<file path="config.mk">
export PLATFORM = sky130hd
export DESIGN_NAME = lvds_tx_mapper
export DESIGN_NICKNAME = d
export VERILOG_FILES = /design/src/rtl/lvds_pkg.sv /design/src/rtl/lvds_bit_map.sv /design/src/rtl/lvds_tx_mapper.sv
export SDC_FILE = /design/constraint.sdc
export NUM_CORES = 1
export LEC_CHECK = 0
export ABC_AREA = 0
export CAP_MARGIN = 10
export CORE_ASPECT_RATIO = 0.6
export CORE_MARGIN = 8
export CORE_UTILIZATION = 42
export CTS_CLUSTER_SIZE = 25
export DETAILED_ROUTE_END_ITERATION = 7
export PLACE_DENSITY = 0.75
export SLEW_MARGIN = 25
export SYNTH_ARGS = -nofsm -noshare
export SYNTH_HDL_FRONTEND = slang
export SYNTH_HIERARCHICAL = 1
export SYNTH_SLANG_ARGS = --single-unit
</file>
<file path="constraint.sdc">
create_clock -name pixel_clk -period 2.21 [get_ports pixel_clk]
set_input_delay 0.221 -clock pixel_clk [delete_from_list [all_inputs] [get_ports pixel_clk]]
set_output_delay 0.221 -clock pixel_clk [all_outputs]
set_load 0.02 [all_outputs]
</file>
<file path="src/rtl/lvds_pkg.sv">
// rtl/lvds_pkg.sv - shared LVDS mapper constants, FSM encoding and colour-bar table
package lvds_pkg;

   localparam logic [6:0] CLK_LANE_WORD = 7'b1100011;
   localparam logic [6:0] BLANK_WORD    = 7'b0000000;

   localparam logic [1:0] ST_OFF      = 2'd0;
   localparam logic [1:0] ST_ARMED    = 2'd1;
   localparam logic [1:0] ST_LIVE     = 2'd2;
   localparam logic [1:0] ST_STOPPING = 2'd3;

   function automatic logic [23:0] bar_rgb(input logic [2:0] idx);
      logic [23:0] c;
      case (idx)
         3'd0:    c = 24'hFFFFFF;
         3'd1:    c = 24'hFFFF00;
         3'd2:    c = 24'h00FFFF;
         3'd3:    c = 24'h00FF00;
         3'd4:    c = 24'hFF00FF;
         3'd5:    c = 24'hFF0000;
         3'd6:    c = 24'h0000FF;
         default: c = 24'h000000;
      endcase
      return c;
   endfunction

endpackage

</file>
<file path="src/rtl/lvds_bit_map.sv">
// rtl/lvds_bit_map.sv - combinational VESA/JEIDA mapping of one video beat onto four FPD-Link lane words
module lvds_bit_map
   import lvds_pkg::*;
#(
   parameter int JEIDA = 0
) (
   input  logic [23:0] rgb,
   input  logic        hs,
   input  logic        vs,
   input  logic        de,
   output logic [6:0]  lane0,
   output logic [6:0]  lane1,
   output logic [6:0]  lane2,
   output logic [6:0]  lane3
);

   logic [7:0] r, g, b;
   logic [5:0] r6, g6, b6;
   logic [1:0] r2, g2, b2;

   assign {r, g, b} = rgb;

   // JEIDA puts the MSBs in lanes 0-2 and the two LSBs on lane 3; VESA is the reverse.
   assign r6 = (JEIDA != 0) ? r[7:2] : r[5:0];
   assign g6 = (JEIDA != 0) ? g[7:2] : g[5:0];
   assign b6 = (JEIDA != 0) ? b[7:2] : b[5:0];
   assign r2 = (JEIDA != 0) ? r[1:0] : r[7:6];
   assign g2 = (JEIDA != 0) ? g[1:0] : g[7:6];
   assign b2 = (JEIDA != 0) ? b[1:0] : b[7:6];

   assign lane0 = {g6[0], r6};
   assign lane1 = {b6[1:0], g6[5:1]};
   assign lane2 = {de, vs, hs, b6[5:2]};
   assign lane3 = {1'b0, b2, g2, r2};

endmodule

</file>
<file path="src/rtl/lvds_tx_mapper.sv">
// rtl/lvds_tx_mapper.sv - two-stage pixel to FPD-Link lane mapper with frame-gated enable; LVDS_TESTPAT_EN adds colour bars
module lvds_tx_mapper
   import lvds_pkg::*;
#(
   parameter int JEIDA  = 0,
   parameter int HS_POL = 1,
   parameter int VS_POL = 1,
   parameter int BAR_W  = 128
) (
   input  logic        pixel_clk,
   input  logic        sys_rst,
   input  logic        enable,
   input  logic [23:0] rgb_in,
   input  logic        hs_in,
   input  logic        vs_in,
   input  logic        de_in,
   input  logic        test_mode,
   output logic [6:0]  lane0,
   output logic [6:0]  lane1,
   output logic [6:0]  lane2,
   output logic [6:0]  lane3,
   output logic [6:0]  clk_lane,
   output logic        active,
   output logic [15:0] frame_cnt
);

   logic [23:0] rgb_src, rgb_s1;
   logic        hs_s1, vs_s1, de_s1, vs_prev, vs_edge;
   logic [1:0]  state, state_nxt;
   logic        live_nxt;
   logic [6:0]  map0, map1, map2, map3;

`ifdef LVDS_TESTPAT_EN
   logic [15:0] sub_cnt;
   logic [2:0]  bar_idx;

   always_ff @(posedge pixel_clk or posedge sys_rst) begin
      if (sys_rst) begin
         sub_cnt <= '0;
         bar_idx <= '0;
      end else if (!de_in) begin
         sub_cnt <= '0;
         bar_idx <= '0;
      end else if (sub_cnt == 16'(BAR_W - 1)) begin
         sub_cnt <= '0;
         if (bar_idx != 3'd7)
            bar_idx <= bar_idx + 3'd1;
      end else begin
         sub_cnt <= sub_cnt + 16'd1;
      end
   end

   assign rgb_src = (test_mode && de_in) ? bar_rgb(bar_idx) : rgb_in;
`else
   localparam int unused_bar_w = BAR_W;
   logic unused_test_mode;
   assign unused_test_mode = test_mode;
   assign rgb_src = rgb_in;
`endif

   always_ff @(posedge pixel_clk or posedge sys_rst) begin
      if (sys_rst) begin
         rgb_s1  <= '0;
         hs_s1   <= 1'b0;
         vs_s1   <= 1'b0;
         de_s1   <= 1'b0;
         vs_prev <= 1'b0;
      end else begin
         rgb_s1  <= rgb_src;
         hs_s1   <= (HS_POL != 0) ? hs_in : ~hs_in;
         vs_s1   <= (VS_POL != 0) ? vs_in : ~vs_in;
         de_s1   <= de_in;
         vs_prev <= vs_s1;
      end
   end

   assign vs_edge = vs_s1 & ~vs_prev;

   // A frame boundary outranks a same-cycle enable change in every state.
   always_comb begin
      state_nxt = state;
      case (state)
         ST_OFF:      if (enable) state_nxt = ST_ARMED;
         ST_ARMED:    if (vs_edge) state_nxt = ST_LIVE;
                      else if (!enable) state_nxt = ST_OFF;
         ST_LIVE:     if (!enable) state_nxt = ST_STOPPING;
         ST_STOPPING: if (vs_edge) state_nxt = ST_OFF;
                      else if (enable) state_nxt = ST_LIVE;
      endcase
   end

   assign live_nxt = (state_nxt == ST_LIVE) || (state_nxt == ST_STOPPING);

   lvds_bit_map #(.JEIDA(JEIDA)) u_map (
      .rgb   (rgb_s1),
      .hs    (hs_s1),
      .vs    (vs_s1),
      .de    (de_s1),
      .lane0 (map0),
      .lane1 (map1),
      .lane2 (map2),
      .lane3 (map3)
   );

   // Gating on next-state blanks or opens the boundary beat in its own cycle.
   always_ff @(posedge pixel_clk or posedge sys_rst) begin
      if (sys_rst) begin
         state     <= ST_OFF;
         lane0     <= BLANK_WORD;
         lane1     <= BLANK_WORD;
         lane2     <= BLANK_WORD;
         lane3     <= BLANK_WORD;
         active    <= 1'b0;
         frame_cnt <= '0;
      end else begin
         state  <= state_nxt;
         active <= live_nxt;
         lane0  <= live_nxt ? map0 : BLANK_WORD;
         lane1  <= live_nxt ? map1 : BLANK_WORD;
         lane2  <= live_nxt ? map2 : BLANK_WORD;
         lane3  <= live_nxt ? map3 : BLANK_WORD;
         if (vs_edge && (state == ST_ARMED || state == ST_LIVE))
            frame_cnt <= frame_cnt + 16'd1;
      end
   end

   assign clk_lane = CLK_LANE_WORD;

endmodule

</file>
==> run_results.csv <==
group,metric,value,unit
drt,wl_per_cell,14.4,µm
logic_synthesis,yosysSeqAreaShare,66.7,%
timing,max_freq,541,MHz
cts,path_clk_slew,0.08,ns
cts,cts_sinks,74,
cells_and_area,antenna_cells,0,
critical_path,cp.buffers_inverters,1,
power,p_leak,1.62,nW
timing,setup_violations,0,
logic_synthesis,yosys-top-cells-area,"dfrtp_1, buf_4, and2_1",
cts,cts_tree,"yes",
logic_synthesis,synth-async-reset-ratio,100,%
placed_design,place.gp.congestion,0.791,
cells_and_area,stdcell_area,0.00363,mm²
logic_synthesis,synth.top_cells.by_count,"dfrtp_1, buf_4, and2_1, xnor2_1, nand3_1",
cts,cts_hold_buf,0,
critical_path,criticalPathCategory,"flip-flop to flip-flop",
critical_path,cp.depth,6,
floorplan,core_area,0.00653,mm²
power,cellPowerDensity,1300,mW/mm²
logic_synthesis,synthFlopType,"dfrtp_1",
critical_path,ff2ff_path_depth,6,
global_route,grt_use_total,11.5,%
global_route,first_global_vias,1695,
logic_synthesis,synth_top_area_share,66.7,%
drt,drcViolationCount,0,
critical_path,crit_path_end_kind,"flip-flop",
drt,routed_wl,5130,µm
cells_and_area,multi_input_area,644,µm²
drt,drt_iter0_markers,130,
logic_synthesis,synth_edf_count,0,
floorplan,initial_core_util,42.5,%
cells_and_area,layout-drive-gt1-share,9.67,%
cts,cts-root-buf,"clkbuf_8",
logic_synthesis,syn_area,0.00278,mm²
placed_design,port_buffers,74,
cts,post-cts-setup-buffer-count,0,
floorplan,die_h,79.0,µm
floorplan,io_pins,83,
cts,numCtsBuffers,9,
drt,drt-pass1-iter-count,4,
global_route,antenna_found_initial,0,
timing,timing.final.crit_period,1.85,ns
hold_path,hold_path_class,"primary input to async pin",
cells_and_area,nFillCells,536,
floorplan,die-area,0.00955,mm²
logic_synthesis,syn_area_per_cell,13.3,µm²
floorplan,num_rows,23,
cts,htreeDepth,3,
drt,avgViaCountPerCell,4.24,
logic_synthesis,ys_types,29,
logic_synthesis,ys_warn_count,6,
critical_path,slowest_delay,0.45,ns
timing,fin_tns_setup,0,ns
power,internal_power,3.17,mW
drt,num_vias,1508,
power,combPwrFrac,36.2,%
run_status,status,"finished clean",
cts,clk_path_buf_depth,2,
power,p_sw_share,32.8,%
critical_path,arrival,2.06,ns
critical_path,crit_slowest_cell,"dfrtp_1",
logic_synthesis,netlist.top_cell.by_area,"dfrtp_1",
power,ir_drop,0.742,mV
cells_and_area,area_delta_synth_final,30.7,%
logic_synthesis,yosysMostFrequentCell,"dfrtp_1",
floorplan,chipWidth,121,µm
critical_path,cp_max_fo,7,
power,power_frac_seq,39.5,%
timing,slew_viol_final,0,
power,switchingPower,1.54,mW
cts,cts_resized,0,
timing,period_share,83.7,%
power,p_clk_share,24.3,%
critical_path,critPathTopFamily,"simple AND/OR/NAND/NOR gates",
cts,clkLatencyLatePin,0.34,ns
logic_synthesis,synth-seq-cells,74,
critical_path,cp-start-kind,"flip-flop",
timing,fin_skew,0.00586,ns
cells_and_area,register_area,0.00185,mm²
placed_design,dp_hpwl,3780,µm
timing,rsz0062_at_grt,"false",
job,max-cap-violations,0,
critical_path,crit_required,2.42,ns
global_route,grt_max_degree,39,
cells_and_area,layout.nets,300,
drt,postRouteAntennaNets,0,
critical_path,cp_cell_sequence,"inv_1 -> ha_1 -> nand3b_1 -> nor3_2 -> nand3_1 -> xnor2_1",
placed_design,placed_area,0.00340,mm²
timing,finalHoldViolCount,0,
global_route,grt-ovfl-total,0,
logic_synthesis,syn_inst,208,
global_route,grt_first_pass_wirelength,8440,µm
[tightest hold or removal path, delay by kind of cell]
family / cells / cell delay (ns)
buf+inv: 3 / 0.85
[cell type report]
class | count | share of cell area, %
flip-flops and latches | 74 | 51.1
inverters | 4 | 0.449
clock buffers | 9 | 3.42
well taps | 87 | 3.00
clock inverters | 7 | 2.83
multi-input cells | 96 | 17.8
repair buffers | 79 | 21.5
[cells in the final DEF (no fill, tap or decap), types with 2 or more instances in the layout]
| cell | n |
|---|---|
| nor2_1 | 4 |
| and3_1 | 4 |
| conb_1 | 8 |
| ha_1 | 5 |
| buf_4 | 5 |
| xnor2_1 | 12 |
| nand4_1 | 3 |
| clkbuf_8 | 9 |
| clkinv_4 | 3 |
| clkdlybuf4s50_1 | 74 |
| nor3_2 | 2 |
| and2_1 | 30 |
| nand2_1 | 5 |
| bufinv_16 | 2 |
| inv_1 | 3 |
| xor2_1 | 3 |
| o21ai_0 | 2 |
| dfrtp_1 | 74 |
| nand3_1 | 7 |
[stage by stage]
stage | power, mW | hold WS (ns) | std cells | util (%) | setup WS, ns
3_3_place_gp | 3.57 | 0.402 | 340 | 52.0 | 0.412
3_5_place_dp | 3.63 | 0.409 | 340 | 52.0 | 0.348
2_1_floorplan | 2.82 | 0.252 | 213 | - | 0.107
6_report | 4.71 | 0.305 | 356 | 55.5 | 0.360
4_1_cts | 4.80 | 0.290 | 356 | 55.5 | 0.333
5_1_grt | 5.01 | 0.293 | 356 | 55.5 | 0.195
[path summary, 6_finish.rpt]
kind                                       to       from  slack (ns)
worst max-delay path             frame_cnt[9]     active        0.36
worst min-delay path            frame_cnt[15]    sys_rst        0.31
worst max register to register   frame_cnt[9]     active        0.36
worst min register to register        vs_prev      vs_s1        0.42
max in group asynchronous           rgb_s1[8]    sys_rst        1.57
min in group pixel_clk              rgb_s1[6]  rgb_in[6]        0.31
[cell families after synthesis]
family | synth area share [%]
DFF | 66.7
and+or+nand+nor | 12.8
buffers and inverters | 11.0
xor gates and xnor gates | 4.73
AOI/OAI and AO/OA | 1.31
adders and majority gates | 2.25
other | 0.406
muxes | 0.766
[registers in the layout, indices dropped and copies added (netlist names), 7 cells and up]
signal     count
rgb_s1        24
lane3          7
frame_cnt     16
lane2          7
lane1          7
lane0          7
[power groups by stage]
stage | Combinational, mW | Sequential, mW | Clock (mW)
after floorplan | 0.568 | 2.25 | 0
after global placement | 1.70 | 1.88 | 0
after detailed placement | 1.74 | 1.89 | 0
after CTS | 1.74 | 1.86 | 1.19
after global routing | 1.86 | 1.90 | 1.26
final | 1.70 | 1.86 | 1.15
[per-layer routing]
metal  share of wire [%]  up-vias  global-route usage [%]
met2                  46       57                    17.7
met5                   0        -                       0
met3                 8.4       10                    6.30
li1                    -      724                       -
met1                  44      717                    13.4
met4                 1.2        0                    4.09
No activity file was read; power rests on OpenSTA's default activity.
